<file path="src/rtl/paint_pkg.sv">
// Shared types and default dimensions for the pixel painter path.
// Used by the painters and by the scheduler that feeds them.
package paint_pkg;

    localparam int PAINT_X_SIZE   = 800;
    localparam int PAINT_Y_SIZE   = 480;
    localparam int PAINT_PIPE_LAT = 5;

    typedef logic signed [15:0] coord_t;
    typedef logic [15:0]        color_t;

    localparam logic [1:0] ST_IDLE  = 2'd0;
    localparam logic [1:0] ST_ISSUE = 2'd1;
    localparam logic [1:0] ST_DRAIN = 2'd2;
    localparam logic [1:0] ST_DONE  = 2'd3;

    typedef struct packed {
        logic valid;
        logic sol;
        logic eol;
        logic eof;
    } side_t;

    typedef struct packed {
        color_t color;
        logic   sol;
        logic   eol;
        logic   eof;
    } pix_t;

endpackage

</file>
<file path="src/rtl/sync_fifo.sv">
// Small synchronous FIFO; head entry is read straight from the
// storage registers so the output only changes on a pop or a push.
module sync_fifo #(
    parameter int WIDTH = 19,
    parameter int DEPTH = 8
) (
    input  logic                       clk,
    input  logic                       rstn,
    input  logic                       push,
    input  logic [WIDTH-1:0]           din,
    input  logic                       pop,
    output logic [WIDTH-1:0]           dout,
    output logic [$clog2(DEPTH+1)-1:0] count,
    output logic                       empty,
    output logic                       full
);

    localparam int AW = $clog2(DEPTH);
    localparam int CW = $clog2(DEPTH + 1);

    logic [WIDTH-1:0] mem_q [DEPTH];
    logic [WIDTH-1:0] mem_d [DEPTH];
    logic [AW-1:0]    wr_q, wr_d, rd_q, rd_d;
    logic [CW-1:0]    count_q, count_d;
    logic             wr_en, rd_en;

    function automatic logic [AW-1:0] bump(input logic [AW-1:0] p);
        return (p == AW'(DEPTH - 1)) ? '0 : p + 1'b1;
    endfunction

    assign wr_en = push && !full;
    assign rd_en = pop && !empty;

    always_comb begin
        mem_d   = mem_q;
        wr_d    = wr_q;
        rd_d    = rd_q;
        count_d = count_q + CW'(wr_en) - CW'(rd_en);
        if (wr_en) begin
            mem_d[wr_q] = din;
            wr_d        = bump(wr_q);
        end
        if (rd_en) begin
            rd_d = bump(rd_q);
        end
    end

    always_ff @(posedge clk) begin
        if (!rstn) begin
            mem_q   <= '{default: '0};
            wr_q    <= '0;
            rd_q    <= '0;
            count_q <= '0;
        end else begin
            mem_q   <= mem_d;
            wr_q    <= wr_d;
            rd_q    <= rd_d;
            count_q <= count_d;
        end
    end

    assign dout  = mem_q[rd_q];
    assign count = count_q;
    assign empty = (count_q == '0);
    assign full  = (count_q == CW'(DEPTH));

endmodule

</file>
<file path="src/rtl/paint_scheduler.sv">
// Sweeps one frame of coordinates into the non-stallable painter and
// re-times its colours into a flagged valid/ready pixel stream.
module paint_scheduler
    import paint_pkg::*;
#(
    parameter int X_SIZE     = PAINT_X_SIZE,
    parameter int Y_SIZE     = PAINT_Y_SIZE,
    parameter int PIPE_LAT   = PAINT_PIPE_LAT,
    parameter int FIFO_DEPTH = 8
) (
    input  logic   clk,
    input  logic   rstn,
    input  logic   frame_start,
    output logic   busy,
    output logic   frame_done,
    output coord_t paint_x,
    output coord_t paint_y,
    output logic   paint_valid,
    input  color_t paint_color,
    output logic   out_valid,
    input  logic   out_ready,
    output color_t out_color,
    output logic   out_sol,
    output logic   out_eol,
    output logic   out_eof
);

    localparam int CW = $clog2(FIFO_DEPTH + 1);

    if (FIFO_DEPTH < PIPE_LAT + 2) begin : g_depth_check
        $error("paint_scheduler: FIFO_DEPTH must be at least PIPE_LAT+2");
    end

    logic [1:0]    state_q, state_d;
    coord_t        x_q, x_d, y_q, y_d;
    logic [CW-1:0] credit_q, credit_d;
    side_t         side_q [PIPE_LAT];
    side_t         side_d [PIPE_LAT];
    side_t         side_in;
    logic          issue, pop, push, last_x, last_y, drain_done;
    pix_t          fifo_din, fifo_dout;
    logic [CW-1:0] fifo_count;
    logic          fifo_empty, fifo_full;

    assign last_x = (x_q == coord_t'(X_SIZE - 1));
    assign last_y = (y_q == coord_t'(Y_SIZE - 1));
    assign issue  = (state_q == ST_ISSUE) && (credit_q != '0);
    assign pop    = out_valid && out_ready;
    assign push   = side_q[PIPE_LAT-1].valid;

    // Eof leaving with nothing else queued or in flight ends the frame.
    assign drain_done = pop && out_eof && (fifo_count == CW'(1))
                     && (credit_q == CW'(FIFO_DEPTH - 1));

    always_comb begin
        side_in.valid = issue;
        side_in.sol   = (x_q == '0);
        side_in.eol   = last_x;
        side_in.eof   = last_x && last_y;
    end

    always_comb begin
        state_d  = state_q;
        x_d      = x_q;
        y_d      = y_q;
        credit_d = credit_q + CW'(pop) - CW'(issue);
        side_d[0] = side_in;
        for (int i = 1; i < PIPE_LAT; i++) begin
            side_d[i] = side_q[i-1];
        end
        unique case (state_q)
            ST_IDLE:  if (frame_start) state_d = ST_ISSUE;
            ST_ISSUE: if (issue && last_x && last_y) state_d = ST_DRAIN;
            ST_DRAIN: if (drain_done) state_d = ST_DONE;
            ST_DONE:  state_d = ST_IDLE;
            default:  state_d = ST_IDLE;
        endcase
        if (issue) begin
            if (last_x) begin
                x_d = '0;
                y_d = last_y ? '0 : y_q + coord_t'(1);
            end else begin
                x_d = x_q + coord_t'(1);
            end
        end
    end

    always_ff @(posedge clk) begin
        if (!rstn) begin
            state_q  <= ST_IDLE;
            x_q      <= '0;
            y_q      <= '0;
            credit_q <= CW'(FIFO_DEPTH);
            side_q   <= '{default: '0};
        end else begin
            state_q  <= state_d;
            x_q      <= x_d;
            y_q      <= y_d;
            credit_q <= credit_d;
            side_q   <= side_d;
        end
    end

    always_ff @(posedge clk) begin
        if (rstn) begin
            assert (!(issue && credit_q == '0))
                else $error("paint_scheduler: credit underflow");
            assert (credit_q <= CW'(FIFO_DEPTH))
                else $error("paint_scheduler: credit overflow");
            assert (!(push && fifo_full))
                else $error("paint_scheduler: push into full FIFO");
        end
    end

    always_comb begin
        fifo_din.color = paint_color;
        fifo_din.sol   = side_q[PIPE_LAT-1].sol;
        fifo_din.eol   = side_q[PIPE_LAT-1].eol;
        fifo_din.eof   = side_q[PIPE_LAT-1].eof;
    end

    sync_fifo #(
        .WIDTH ($bits(pix_t)),
        .DEPTH (FIFO_DEPTH)
    ) u_fifo (
        .clk   (clk),
        .rstn  (rstn),
        .push  (push),
        .din   (fifo_din),
        .pop   (pop),
        .dout  (fifo_dout),
        .count (fifo_count),
        .empty (fifo_empty),
        .full  (fifo_full)
    );

    assign busy        = (state_q == ST_ISSUE) || (state_q == ST_DRAIN);
    assign frame_done  = (state_q == ST_DONE);
    assign paint_x     = x_q;
    assign paint_y     = y_q;
    assign paint_valid = issue;
    assign out_valid   = !fifo_empty;
    assign out_color   = fifo_dout.color;
    assign out_sol     = fifo_dout.sol;
    assign out_eol     = fifo_dout.eol;
    assign out_eof     = fifo_dout.eof;

endmodule

</file>
<file path="config.mk">
export PLATFORM = sky130hd
export DESIGN_NAME = paint_scheduler
export DESIGN_NICKNAME = d
export VERILOG_FILES = /design/src/rtl/paint_pkg.sv /design/src/rtl/sync_fifo.sv /design/src/rtl/paint_scheduler.sv
export SDC_FILE = /design/constraint.sdc
export NUM_CORES = 1
export LEC_CHECK = 0
export BUFFER_PORTS_ARGS = -buffer_cell sky130_fd_sc_hd__buf_2
export CAP_MARGIN = 0
export CORE_MARGIN = 2
export CORE_UTILIZATION = 55
export DETAILED_ROUTE_END_ITERATION = 7
export PLACE_DENSITY_LB_ADDON = 0.05
export SYNTH_ARGS = -nofsm -noshare
export SYNTH_HDL_FRONTEND = slang
export SYNTH_HIERARCHICAL = 1
export SYNTH_SLANG_ARGS = --single-unit
</file>
<file path="constraint.sdc">
create_clock -name clk -period 3.5 [get_ports clk]
set_clock_uncertainty 0.2 [all_clocks]
set_input_delay 0.175 -clock clk [delete_from_list [all_inputs] [get_ports clk]]
set_output_delay 0.175 -clock clk [all_outputs]
set_load 0.01 [all_outputs]
</file>
Word level (Yosys, flattened, before mapping)

Cells that the tools add are included.

Bitwise logic cells: 2
Reductions and logical operators: 20
Eq/ne operators: 13
Mux-type cells: 14
Magnitude comparators: 3
$add $sub $neg: 8

Operator list:

| cell                    | number |
|---|---|
| $bwmux W152             | 1 |
| $bmux W19 S3            | 1 |
| $demux W19 S3           | 1 |
| $mux W19                | 3 |
| $mux W16                | 2 |
| $add A16 B1 Y16 const B | 1 |
| $add A16 B2 Y16 const B | 1 |
| $eq A16 B10 Y1 const B  | 1 |
| $eq A16 B11 Y1 const B  | 1 |
| $logic_not A16 Y1       | 1 |
| $logic_and A1 B1 Y1     | 11 |
| $add A4 B1 Y4           | 2 |
| $ge A4 B4 Y1 const B    | 2 |
| $not A3 Y4              | 2 |
| $pmux W2 S4             | 1 |
| $sub A4 B1 Y4           | 2 |
| $add A3 B1 Y3 const B   | 2 |
| $eq A3 B3 Y1 const B    | 2 |
| $mux W2                 | 3 |
| $mux W3                 | 2 |
| $eq A2 B2 Y1 const B    | 2 |
| $eq A4 B1 Y1 const B    | 1 |
| $eq A4 B3 Y1 const B    | 1 |
| $eq A4 B4 Y1 const B    | 1 |
| other kinds (11)        | 13 |

Bits of input ports: 20
Word-level logic and storage cells: 95
Output and inout bits: 55
Register bits after elaboration: 220

Logic depth before layout (Yosys ltp)

Gate-level depths: netlist of the first run.

Word-level depth: 9
Depth in mapped cells: 14
Mapped depth without buffers: 13

Cells and area by module

Netlist of the first run, hierarchy kept.

By module, submodules not included:

| module          | area an instance (µm²) | times used | cells an instance | seq. area each (µm²) |
|---|---|---|---|---|
| sync_fifo       | 7209.4                 | 1          | 653               | 3243.1 |
| paint_scheduler | 2690.1                 | 1          | 291               | 1161.1 |

Worst setup path before layout of the first run

No wires, ideal clock.

Path type: reg2reg
Start: register credit_q[2]
End: register credit_q[2]
Library setup time: 0.117 ns
Buffers on the path: 0
Period minus slack after synthesis: 2.701 ns
Stages on the path, launching flop included: 12
Slack: 0.799 ns
Data arrival time: 2.384 ns
Required time: 3.183 ns
Cells stage by stage: dfxtp_1 -> inv_1 -> ha_1 -> or3b_2 -> nand2_1 -> inv_1 -> ha_1 -> inv_1 -> ha_1 -> fa_1 -> xnor2_1 -> nor2_1

Cells in the longest elaborated chain, start to end: 3
Elaborated cells between the ends (all ways): 4
Classes of those cells: add/sub (2); reduce/logical (2)

RTL lines:

| element                | RTL line              | text |
|---|---|---|
| start, declared        | paint_scheduler.sv:36 | `logic [CW-1:0] credit_q, credit_d;` |
| start signal, assigned | paint_scheduler.sv:93 | `credit_q <= CW'(FIFO_DEPTH);` |
| start signal, assigned | paint_scheduler.sv:99 | `credit_q <= credit_d;` |
| $reduce_bool A4 Y1     | paint_scheduler.sv:47 | `assign issue = (state_q == ST_ISSUE) && (credit_q != '0);` |
| $logic_and A1 B1 Y1    | paint_scheduler.sv:47 |  |
| named net paint_valid  | paint_scheduler.sv:18 | `output logic paint_valid,` |
| $sub A4 B1 Y4          | paint_scheduler.sv:66 | `credit_d = credit_q + CW'(pop) - CW'(issue);` |

The timed path passes the listed nets, and every way through them passes these cells.
A chain may end at the register's enable or synchronous reset.

Worst setup path after layout of the first run

Start: register u_fifo.count_q[2] (netlist: u_fifo/count[2])
End: register u_fifo.count_q[2] (netlist: u_fifo/count[2])

Cells in the longest elaborated chain, start to end: 5
Elaborated cells between the ends (all ways): 9
Classes of those cells: add/sub (2); eq/ne (1); reduce/logical (6)

RTL lines:

| element                | RTL line               | text |
|---|---|---|
| start, declared        | sync_fifo.sv:24        | `logic [CW-1:0] count_q, count_d;` |
| start signal, assigned | sync_fifo.sv:58        | `count_q <= count_d;` |
| $logic_not A4 Y1       | sync_fifo.sv:64        | `assign empty = (count_q == '0);` |
| named net fifo_empty   | paint_scheduler.sv:43  | `logic fifo_empty, fifo_full;` |
| $logic_not A1 Y1       | paint_scheduler.sv:142 | `assign out_valid = !fifo_empty;` |
| $logic_and A1 B1 Y1    | paint_scheduler.sv:48  | `assign pop = out_valid && out_ready;` |
| named net pop          | paint_scheduler.sv:40  | `logic issue, pop, push, last_x, last_y, drain_done;` |
| $logic_and A1 B1 Y1    | sync_fifo.sv:32        | `assign rd_en = pop && !empty;` |
| $sub A4 B1 Y4          | sync_fifo.sv:38        | `count_d = count_q + CW'(wr_en) - CW'(rd_en);` |

The timed path passes the listed nets, and every way through them passes these cells.

==> impl_metrics.tcl, run 1 <==
set metrics [dict create \
    status "finished, final reports clean" \
    n_antenna_cell 0 \
    ys_async_sr_fraction_pct 0 \
    grt_first_pass_wirelength_um 34100 \
    die_x_um 138 \
    cts_max_path_buffers 3 \
    final_cells 1266 \
    regToRegStartpoint "u_fifo/count[2]" \
    relSlewSlack_pct 50.6 \
    rows 49 \
    numCtsBuffers 24 \
    cp-end-kind "flip-flop" \
    cts_tree "yes" \
    p_switching_w 0.00160 \
    die_y_um 138 \
    avgRoutedWirePerCell_um 16.5 \
    cts.sinks 220 \
    num_vias 6826 \
    startpoint_type "flip-flop" \
    area_growth_pct 15.6 \
    leakage_nw 4.73 \
    rsz0062_at_grt "no" \
    required_ns 3.70 \
    irDropWorstVdd_v 0.000448 \
    h-tree-depth 1 \
    ys_seq_area_share_pct 44.5 \
    synth_area_mm2 0.00990 \
    synth_warnings 6 \
    finalWeightedCongestion 0.829 \
    min_period_over_period_pct 84.3 \
    setup-tns-final_ns 0 \
    syn_nets 989 \
    root_buffer "clkbuf_16" \
    pin_count 75 \
    first_global_vias 6758 \
    synthFlopType "dfxtp_1" \
    fin_nets 1064 \
    crit_path_max_fanout 4 \
    fmax_ghz 0.339 \
    routed_via_density 5.39 \
    final_common_cell "dfxtp_1" \
    fin_crit_ns 2.95 \
    cts-resized-gates 0 \
    r2r_setup_slack_ns 0.55 \
    maxCapViolCount 0 \
    clk_latency_ns 0.51 \
    final_util_pct 64.2 \
    crit_end "u_fifo/count[2]" \
    drive_gt1_share_pct 20.8 \
    multi_input_area_mm2 0.00510 \
    critPathLaunch "u_fifo/count[2]" \
    reg2reg_to "u_fifo/count[2]" \
    seqCellArea_mm2 0.00441 \
    drc 0 \
    p_seq_share_pct 42.7 \
    overflow 0 \
    setup_violations 0 \
    synth-seq-cells 220 \
    final_cell_mix "dfxtp_1, nand2_1, mux2i_1" \
    p_int_w 0.00462 \
    drt-initial-drc-count 388 \
    tightest_slew_ns 0.737 \
    power_frac_comb_pct 15.2 \
    syn_avg_cell_area_um2 10.5 \
    synth_edf_count 0 \
    clk_pin_slew_ns 0.06 \
    drtPass1Iterations 4 \
    p_clk_share_pct 42.1 \
    drv_slew 0 \
    routed_wl_um 20900 \
    start_util_pct 55.5 \
    dp_hpwl_um 12900 \
    critical_path_class "flip-flop to flip-flop" \
    grt_util_all_layers_pct 21.6 \
    fill_cells 1448 \
    powerDensity_mw_per_mm2 544 \
    ant_nets 0 \
    grt_max_degree 78 \
    switching_share_pct 25.7 \
    core_mm2 0.0178 \
    worstRegToRegCells 13 \
    hp-class "input pin to flip-flop" \
    hold_viol_final 0 \
    io_buffers 74 \
    dieArea_mm2 0.0191 \
    dp.cells 1205 \
    antenna_found_initial 0 \
    worstPathArrival_ns 3.15 \
    yosysUniqueCellTypes 53 \
    synthCells 944 \
]
==> metrics by stage <==
| stage | total power (W) | cell area [um2] | setup WS (ns) | hold slack, ns |
|---|---|---|---|---|
| 2_1_floorplan | 0.00342 | 9900 | 0.799 | 0.141 |
| 3_3_place_gp | 0.00364 | 10400 | 0.625 | 0.215 |
| 3_5_place_dp | 0.00365 | 10400 | 0.567 | 0.219 |
| 4_1_cts | 0.00630 | 11400 | 0.544 | 0.0353 |
| 5_1_grt | 0.00652 | 11400 | 0.373 | 0.124 |
| 6_report | 0.00623 | 11400 | 0.550 | 0.0462 |
==> layout make-up <==
cell class,count,share of cell area [%]
Multi-Input combinational cell,642,44.6
Sequential cell,220,38.5
Clock buffer,34,6.46
Timing Repair Buffer,106,6.20
Tap cell,229,2.50
Clock inverter,10,0.918
Inverter,25,0.842
==> state kept, by name, indices dropped and copies added (netlist names), 2 cells and up <==
register	cells
fifo_din	3
u_fifo/rd_q	3
credit_q	4
state_q	2
paint_x	16
u_fifo/mem_q	152
u_fifo/count	4
u_fifo/wr_q	3
side_d	16
paint_y	16
==> power by group through the flow <==
stage	clock network [W]	registers [W]	logic (W)
final	0.00262	0.00266	0.000946
after floorplan	0	0.00269	0.000723
after CTS	0.00269	0.00266	0.000958
after global routing	0.00279	0.00267	0.00106
after detailed placement	0	0.00271	0.000938
after global placement	0	0.00271	0.000927
==> kinds of logic (layout without fill, tap and decap cells) <==
logic type,after synthesis,in the layout,synth area share (%)
flip-flops,220,220,44.5
multiplexers,215,215,26.8
buffers and inverters,82,175,4.18
XOR/XNOR,32,32,2.83
adder cells (fa/ha/maj),25,25,3.31
AND/OR/NAND/NOR,354,354,17.3
AO/OA/AOI/OAI,16,16,1.11
==> per-layer routing <==
metal  up-vias  track usage, %  share of wire [%]
met2       116            36.8                 47
met4         0            5.37                2.3
met1      3273            28.9                 47
met5         -               0                  0
met3        38            3.50                3.4
li1       3399               -                  -
==> worst max-delay path, stage by stage (launching register included) <==
cell and delay, ns:
dfxtp_1 0.33, inv_1 0.07, ha_1 0.20, nor3b_1 0.16, nand2b_1 0.20, inv_1 0.06
nor2b_1 0.40, ha_1 0.32, inv_1 0.06, ha_1 0.14, inv_1 0.05, fa_1 0.37
xnor2_1 0.13, and2_1 0.15
==> cell usage after synthesis (2+ instances only) <==
cell type / n / area share [%]
a21o_1: 2 / 0.15
a21oi_1: 8 / 0.40
and2_1: 22 / 1.4
and3_1: 2 / 0.13
and4_1: 4 / 0.35
buf_2: 14 / 0.71
buf_4: 3 / 0.23
buf_6: 10 / 1.1
clkbuf_1: 30 / 1.1
dfxtp_1: 220 / 44
fa_1: 2 / 0.40
ha_1: 23 / 2.9
inv_1: 23 / 0.87
mux2_2: 19 / 2.2
mux2i_1: 158 / 16
mux4_2: 38 / 8.6
nand2_1: 199 / 7.5
nand2b_1: 3 / 0.19
nand3_1: 11 / 0.56
nand3b_1: 3 / 0.23
nand4_1: 13 / 0.82
nor2_1: 44 / 1.7
nor2_2: 3 / 0.19
nor2b_1: 4 / 0.25
nor3_1: 16 / 0.81
nor3b_1: 2 / 0.15
nor4_1: 6 / 0.38
nor4_2: 3 / 0.38
nor4_4: 2 / 0.43
nor4b_1: 2 / 0.18
or4_1: 2 / 0.15
or4b_4: 2 / 0.28
xnor2_1: 29 / 2.6
xor2_1: 3 / 0.27
==> worst min-delay path by stage <==
stage / startpoint / to / slack [ns] / cells after the start
after detailed placement: side_d[9] / side_d[5] / 0.22 / 1
after floorplan: rstn / paint_y[15] / 0.14 / 2
after global routing: frame_start / state_q[0] / 0.12 / 6
after global placement: side_d[2] / fifo_din[2] / 0.21 / 1
final: frame_start / state_q[1] / 0.05 / 6
after CTS: frame_start / state_q[1] / 0.04 / 6
==> what timing repair did <==
item / 4_1_cts / 5_1_grt
endpoints found under the hold margin: 149 / 0
hold buffers: 17 / 0
buffers inserted: 0 / 0
No activity file was read; power rests on OpenSTA's default activity.
==> run 2: changes to the inputs <==
--- a/config.mk
+++ b/config.mk
@@ -8,7 +8,7 @@
 export BUFFER_PORTS_ARGS = -buffer_cell sky130_fd_sc_hd__buf_2
 export CAP_MARGIN = 0
 export CORE_MARGIN = 2
-export CORE_UTILIZATION = 55
+export CORE_UTILIZATION = 54
 export DETAILED_ROUTE_END_ITERATION = 7
 export PLACE_DENSITY_LB_ADDON = 0.05
 export SYNTH_ARGS = -nofsm -noshare
==> constraint.sdc (replaced) <==
create_clock -name clk -period 2.7 [get_ports clk]
set_clock_uncertainty 0.2 [all_clocks]
set_input_delay 0.135 -clock clk [delete_from_list [all_inputs] [get_ports clk]]
set_output_delay 0.135 -clock clk [all_outputs]
set_load 0.01 [all_outputs]
==> run 2 against run 1 <==
Routed wire length decreased by 0.18%; non-clock buffer count increased by 13; critical path type is now flip-flop to primary output; global-route usage increased by 0.13 points; utilization about the same; sequential cell count unchanged; via count increased by 0.35%; critical path depth decreased by 9; die area increased by 1.8%; register-to-register slack got worse by 0.39 ns; largest cell class unchanged; clock power increased by 26%.
==> impl_metrics.tcl, run 2 (synthesis gave the netlist of run 1 again) <==
set metrics [dict create \
    grt-busiest-layer "met2" \
    dp_hpwl_um 12700 \
    drive_gt1_share_pct 21.9 \
    drv_slew 0 \
    use_met2_pct 35.0 \
    final_util_pct 64.1 \
    min_period_over_period_pct 94.9 \
    grt_util_all_layers_pct 21.7 \
    power_w 0.00808 \
    irDropWorstVdd_v 0.000579 \
    die_x_um 139 \
    largest_register_ffs 152 \
    drc 0 \
    worstPathArrival_ns 2.23 \
    grtUsageMet3_pct 3.20 \
    fin_nets 1077 \
    clk_latency_ns 0.50 \
    io_buffers 74 \
    h-tree-depth 1 \
    fin_crit_ns 2.56 \
    dieArea_mm2 0.0194 \
    met1_usage_pct 31.0 \
    finalWeightedCongestion 0.860 \
    ant_nets 0 \
    crit_path_max_fanout 18 \
    hold_viol_final 0 \
    core_mm2 0.0180 \
    rsz0062_at_grt "no" \
    final_common_cell "dfxtp_1" \
    start_util_pct 55.1 \
    final_cell_mix "dfxtp_1, nand2_1, mux2i_1" \
    setup_violations 0 \
    tightest_slew_ns 0.481 \
    cts.sinks 220 \
    top_register "u_fifo/mem_q" \
    rows 49 \
    maxCapViolCount 0 \
    fill_cells 1443 \
    routed_wl_um 20800 \
    area_growth_pct 16.4 \
    grt_max_degree 112 \
    antenna_found_initial 0 \
    required_ns 2.37 \
    overflow 0 \
    leakage_nw 4.79 \
    status "finished, final reports clean" \
    final_cells 1278 \
    fmax_ghz 0.390 \
    startpoint_type "flip-flop" \
    crit_chain "buf_4 > mux4_2 > mux2_2 > buf_2" \
    cts_tree "yes" \
    avgRoutedWirePerCell_um 16.3 \
    root_buffer "clkbuf_16" \
    cpPeakStageDelay_ns 0.55 \
    routed_via_density 5.36 \
    drt-initial-drc-count 352 \
    first_global_vias 6756 \
    drtPass1Iterations 4 \
    cp-end-kind "primary output" \
    relSlewSlack_pct 67.9 \
    num_vias 6850 \
    grt_first_pass_wirelength_um 35100 \
    powerDensity_mw_per_mm2 701 \
    critical_path_class "flip-flop to primary output" \
    cts_max_path_buffers 3 \
    cpMaxStageDelayCell "mux4_2" \
    numCtsBuffers 24 \
    hp-class "input pin to flip-flop" \
    n_antenna_cell 0 \
    clk_pin_slew_ns 0.06 \
    setup-tns-final_ns 0 \
    dp.cells 1217 \
    pin_count 75 \
    die_y_um 139 \
]
[run 2: worst max-delay path: cells and delay by family (launching register included)]
family | cells | cell delay [ns]
flops | 1 | 0.39
mux | 2 | 0.85
buf+inv | 2 | 0.49
[run 2: per-stage QoR]
| step | setup slack, ns | instance area (um2) | hold WS (ns) |
|---|---|---|---|
| after floorplan | 0.0144 | 9900 | 0.101 |
| after detailed placement | 0.0559 | 10500 | 0.218 |
| final | 0.137 | 11500 | 0.0195 |
| after global placement | 0.113 | 10500 | 0.213 |
| after CTS | 0.0349 | 11500 | 0.0504 |
| after global routing | 0.0255 | 11500 | 0.0741 |
[run 2: layer usage]
metal  wire (um)  vias up
met4         429        0
li1            -     3431
met3         773       34
met1        9970     3260
met5           0        -
met2        9660      125
[run 2: timing repair]
item / 4_1_cts / 5_1_grt
gates resized for setup: 0 / 10
buffers inserted: 0 / 0
hold buffers: 18 / 0
endpoints found under the hold margin: 187 / 0
endpoints found under the setup margin: 0 / 8
[run 2: worst paths after layout]
path	start	end	slack, ns	cells after the start
setup reg to reg	u_fifo/count[2]	u_fifo/count[2]	0.16	12
setup / recovery	u_fifo/rd_q[0]	out_color[12]	0.14	4
hold reg to reg	side_d[1]	fifo_din[1]	0.23	1
hold / removal	out_ready	state_q[0]	0.02	6
[run 2: power breakdown]
group          internal (W)  total (W)  switching [W]
Sequential          0.00335    0.00344      0.0000886
Combinational      0.000630    0.00134       0.000707
Clock               0.00203    0.00330        0.00127
Total               0.00601    0.00808        0.00207
[run 2: final cells by class]
class	instances	area [um2]	area share, %
multi-input combinational	642	5130	44.5
sequential	220	4410	38.2
timing repair buffer	119	801	6.95
clock buffer	33	676	5.86
tap	229	287	2.49
clock inverter	10	125	1.09
inverter	25	96.3	0.836
==> run 3: changes to the inputs <==
--- a/config.mk
+++ b/config.mk
@@ -15,3 +15,4 @@
 export SYNTH_HDL_FRONTEND = slang
 export SYNTH_HIERARCHICAL = 1
 export SYNTH_SLANG_ARGS = --single-unit
+export TNS_END_PERCENT = 20
==> constraint.sdc (replaced) <==
create_clock -name clk -period 2.7 [get_ports clk]
set_clock_uncertainty 0.2 [all_clocks]
set_input_delay 0 -clock clk [delete_from_list [all_inputs] [get_ports clk]]
set_output_delay 0 -clock clk [all_outputs]
set_load 0.01 [all_outputs]
==> run 3 against run 2 <==
Utilization up 0.12 points; register-to-register slack worse by 0.06 ns; combinational power up 4%; global-route usage up 0.16 points; via count up 1.1%.
==> impl_metrics.tcl, run 3 (synthesis gave the netlist of run 1 again) <==
set metrics [dict create \
    powerDensity_mw_per_mm2 693 \
    dp_hpwl_um 12900 \
    cts_max_path_buffers 3 \
    die_x_um 139 \
    avgRoutedWirePerCell_um 16.6 \
    irDropWorstVdd_v 0.000485 \
    setup_slack_ns 0.104 \
    grt_max_degree 85 \
    area_growth_pct 16.6 \
    required_ns 2.90 \
    relSlewSlack_pct 66.4 \
    critPathTopFamily "adder cells" \
    drtPass1Iterations 5 \
    overflow 0 \
    met1_usage_pct 29.7 \
    setup_violations 0 \
    final_cell_mix "dfxtp_1, nand2_1, mux2i_1" \
    grt-busiest-layer "met2" \
    root_buffer "clkbuf_16" \
    tightest_slew_ns 0.504 \
    critical_path_class "flip-flop to flip-flop" \
    num_vias 6924 \
    largest_register_ffs 152 \
    n_antenna_cell 0 \
    first_global_vias 6930 \
    rsz0062_at_grt "yes" \
    io_buffers 74 \
    pin_count 75 \
    hp-class "flip-flop to flip-flop" \
    critPathBufInv 4 \
    grt_util_all_layers_pct 21.9 \
    fmax_ghz 0.385 \
    cpMaxStageDelayCell "or3b_4" \
    routed_via_density 5.41 \
    numCtsBuffers 24 \
    crit_path_max_fanout 3 \
    crit_chain "inv_2 > ha_1 > or3b_4 > and2_0 > inv_1 > ha_1 > inv_1 > ha_2 > inv_1 > fa_1 > xnor2_1 > and2_1" \
    maxCapViolCount 0 \
    final_common_cell "dfxtp_1" \
    cp-end-kind "flip-flop" \
    timing.critical_path.mode_cell "inv_1" \
    rows 49 \
    antenna_found_initial 0 \
    fin_crit_ns 2.60 \
    dieArea_mm2 0.0194 \
    status "finished, final reports clean" \
    drive_gt1_share_pct 22.3 \
    clk_latency_ns 0.51 \
    fin_area_mm2 0.0115 \
    place_area_mm2 0.0105 \
    grt_first_pass_wirelength_um 35100 \
    routed_wl_um 21200 \
    h-tree-depth 1 \
    cts_tree "yes" \
    hold_viol_final 0 \
    dpl_worst_slack_ns 0.0335 \
    ant_nets 0 \
    fin_nets 1081 \
    drc 0 \
    startpoint_type "flip-flop" \
    clk_pin_slew_ns 0.06 \
    cts.sinks 220 \
    grtUsageMet3_pct 3.03 \
    start_util_pct 55.1 \
    worstPathArrival_ns 2.80 \
    cpPeakStageDelay_ns 0.40 \
    core_mm2 0.0180 \
    use_met2_pct 36.7 \
    min_period_over_period_pct 96.2 \
    die_y_um 139 \
    leakage_nw 4.80 \
    setup-tns-final_ns 0 \
    finalWeightedCongestion 0.877 \
    drv_slew 0 \
    top_register "u_fifo/mem_q" \
    drt-initial-drc-count 272 \
]
==> run 3: cell types whose count changed in the layout (fill, tap and decap cells not counted), moves of 2 or more <==
cell,change
clkbuf_8,+7
clkinv_2,-4
bufinv_16,-3
buf_4,+3
ha_1,-2
ha_2,+2
==> run 3: path summary, 6_finish.rpt <==
path                         from               to  slack, ns  cells after the start
setup reg to reg  u_fifo/count[2]  u_fifo/count[2]       0.10                     12
hold / removal          side_d[6]        side_d[2]       0.23                      1
hold reg to reg         side_d[6]        side_d[2]       0.23                      1
setup / recovery  u_fifo/count[2]  u_fifo/count[2]       0.10                     12
==> run 3: through the flow <==
| step | hold WS [ns] | utilization (%) | power (W) | instances |
|---|---|---|---|---|
| after floorplan | -0.0339 | - | 0.00443 | 944 |
| after global placement | 0.172 | 58.6 | 0.00480 | 1220 |
| after detailed placement | 0.186 | 58.6 | 0.00482 | 1220 |
| after CTS | 0.229 | 64.1 | 0.00803 | 1281 |
| after global routing | 0.239 | 64.3 | 0.00839 | 1281 |
| final | 0.227 | 64.3 | 0.00800 | 1281 |
==> run 3: area by class of cell <==
type / instances / area (um2)
clock buffers: 39 / 768
clock inverters: 3 / 15.0
fillers: 1468 / 6420
inverters: 25 / 96.3
multi-input cells: 642 / 5140
flip-flops and latches: 220 / 4410
well taps: 229 / 287
repair buffers: 123 / 833
==> run 3: per-layer routing <==
metal | part of all wire (%) | wire length (um) | vias to the layer above
met1 | 47 | 10000 | 3318
met5 | 0 | 0 | -
met2 | 47 | 9960 | 145
li1 | - | - | 3427
met3 | 3.6 | 761 | 34
met4 | 2.4 | 505 | 0
==> run 3: report_power, final <==
| part | internal [W] | switching [W] |
|---|---|---|
| clock | 0.00193 | 0.00125 |
| sequential | 0.00335 | 0.0000873 |
| combinational | 0.000652 | 0.000733 |
==> run 3: worst register-to-register path, cell delays in order, from the launching register on <==
cell and delay (ns):
dfxtp_1 0.32, inv_2 0.07, ha_1 0.13, or3b_4 0.40
and2_0 0.18, inv_1 0.06, ha_1 0.22, inv_1 0.06
ha_2 0.17, inv_1 0.05, fa_1 0.37, xnor2_1 0.13
and2_1 0.14
==> run 3: what timing repair did <==
action | CTS | global route
setup buffers | 0 | 0
hold endpoints to repair | 153 | 0
hold buffers | 19 | 0
resized for setup | 0 | 10
endpoints found under the setup margin | 0 | 11
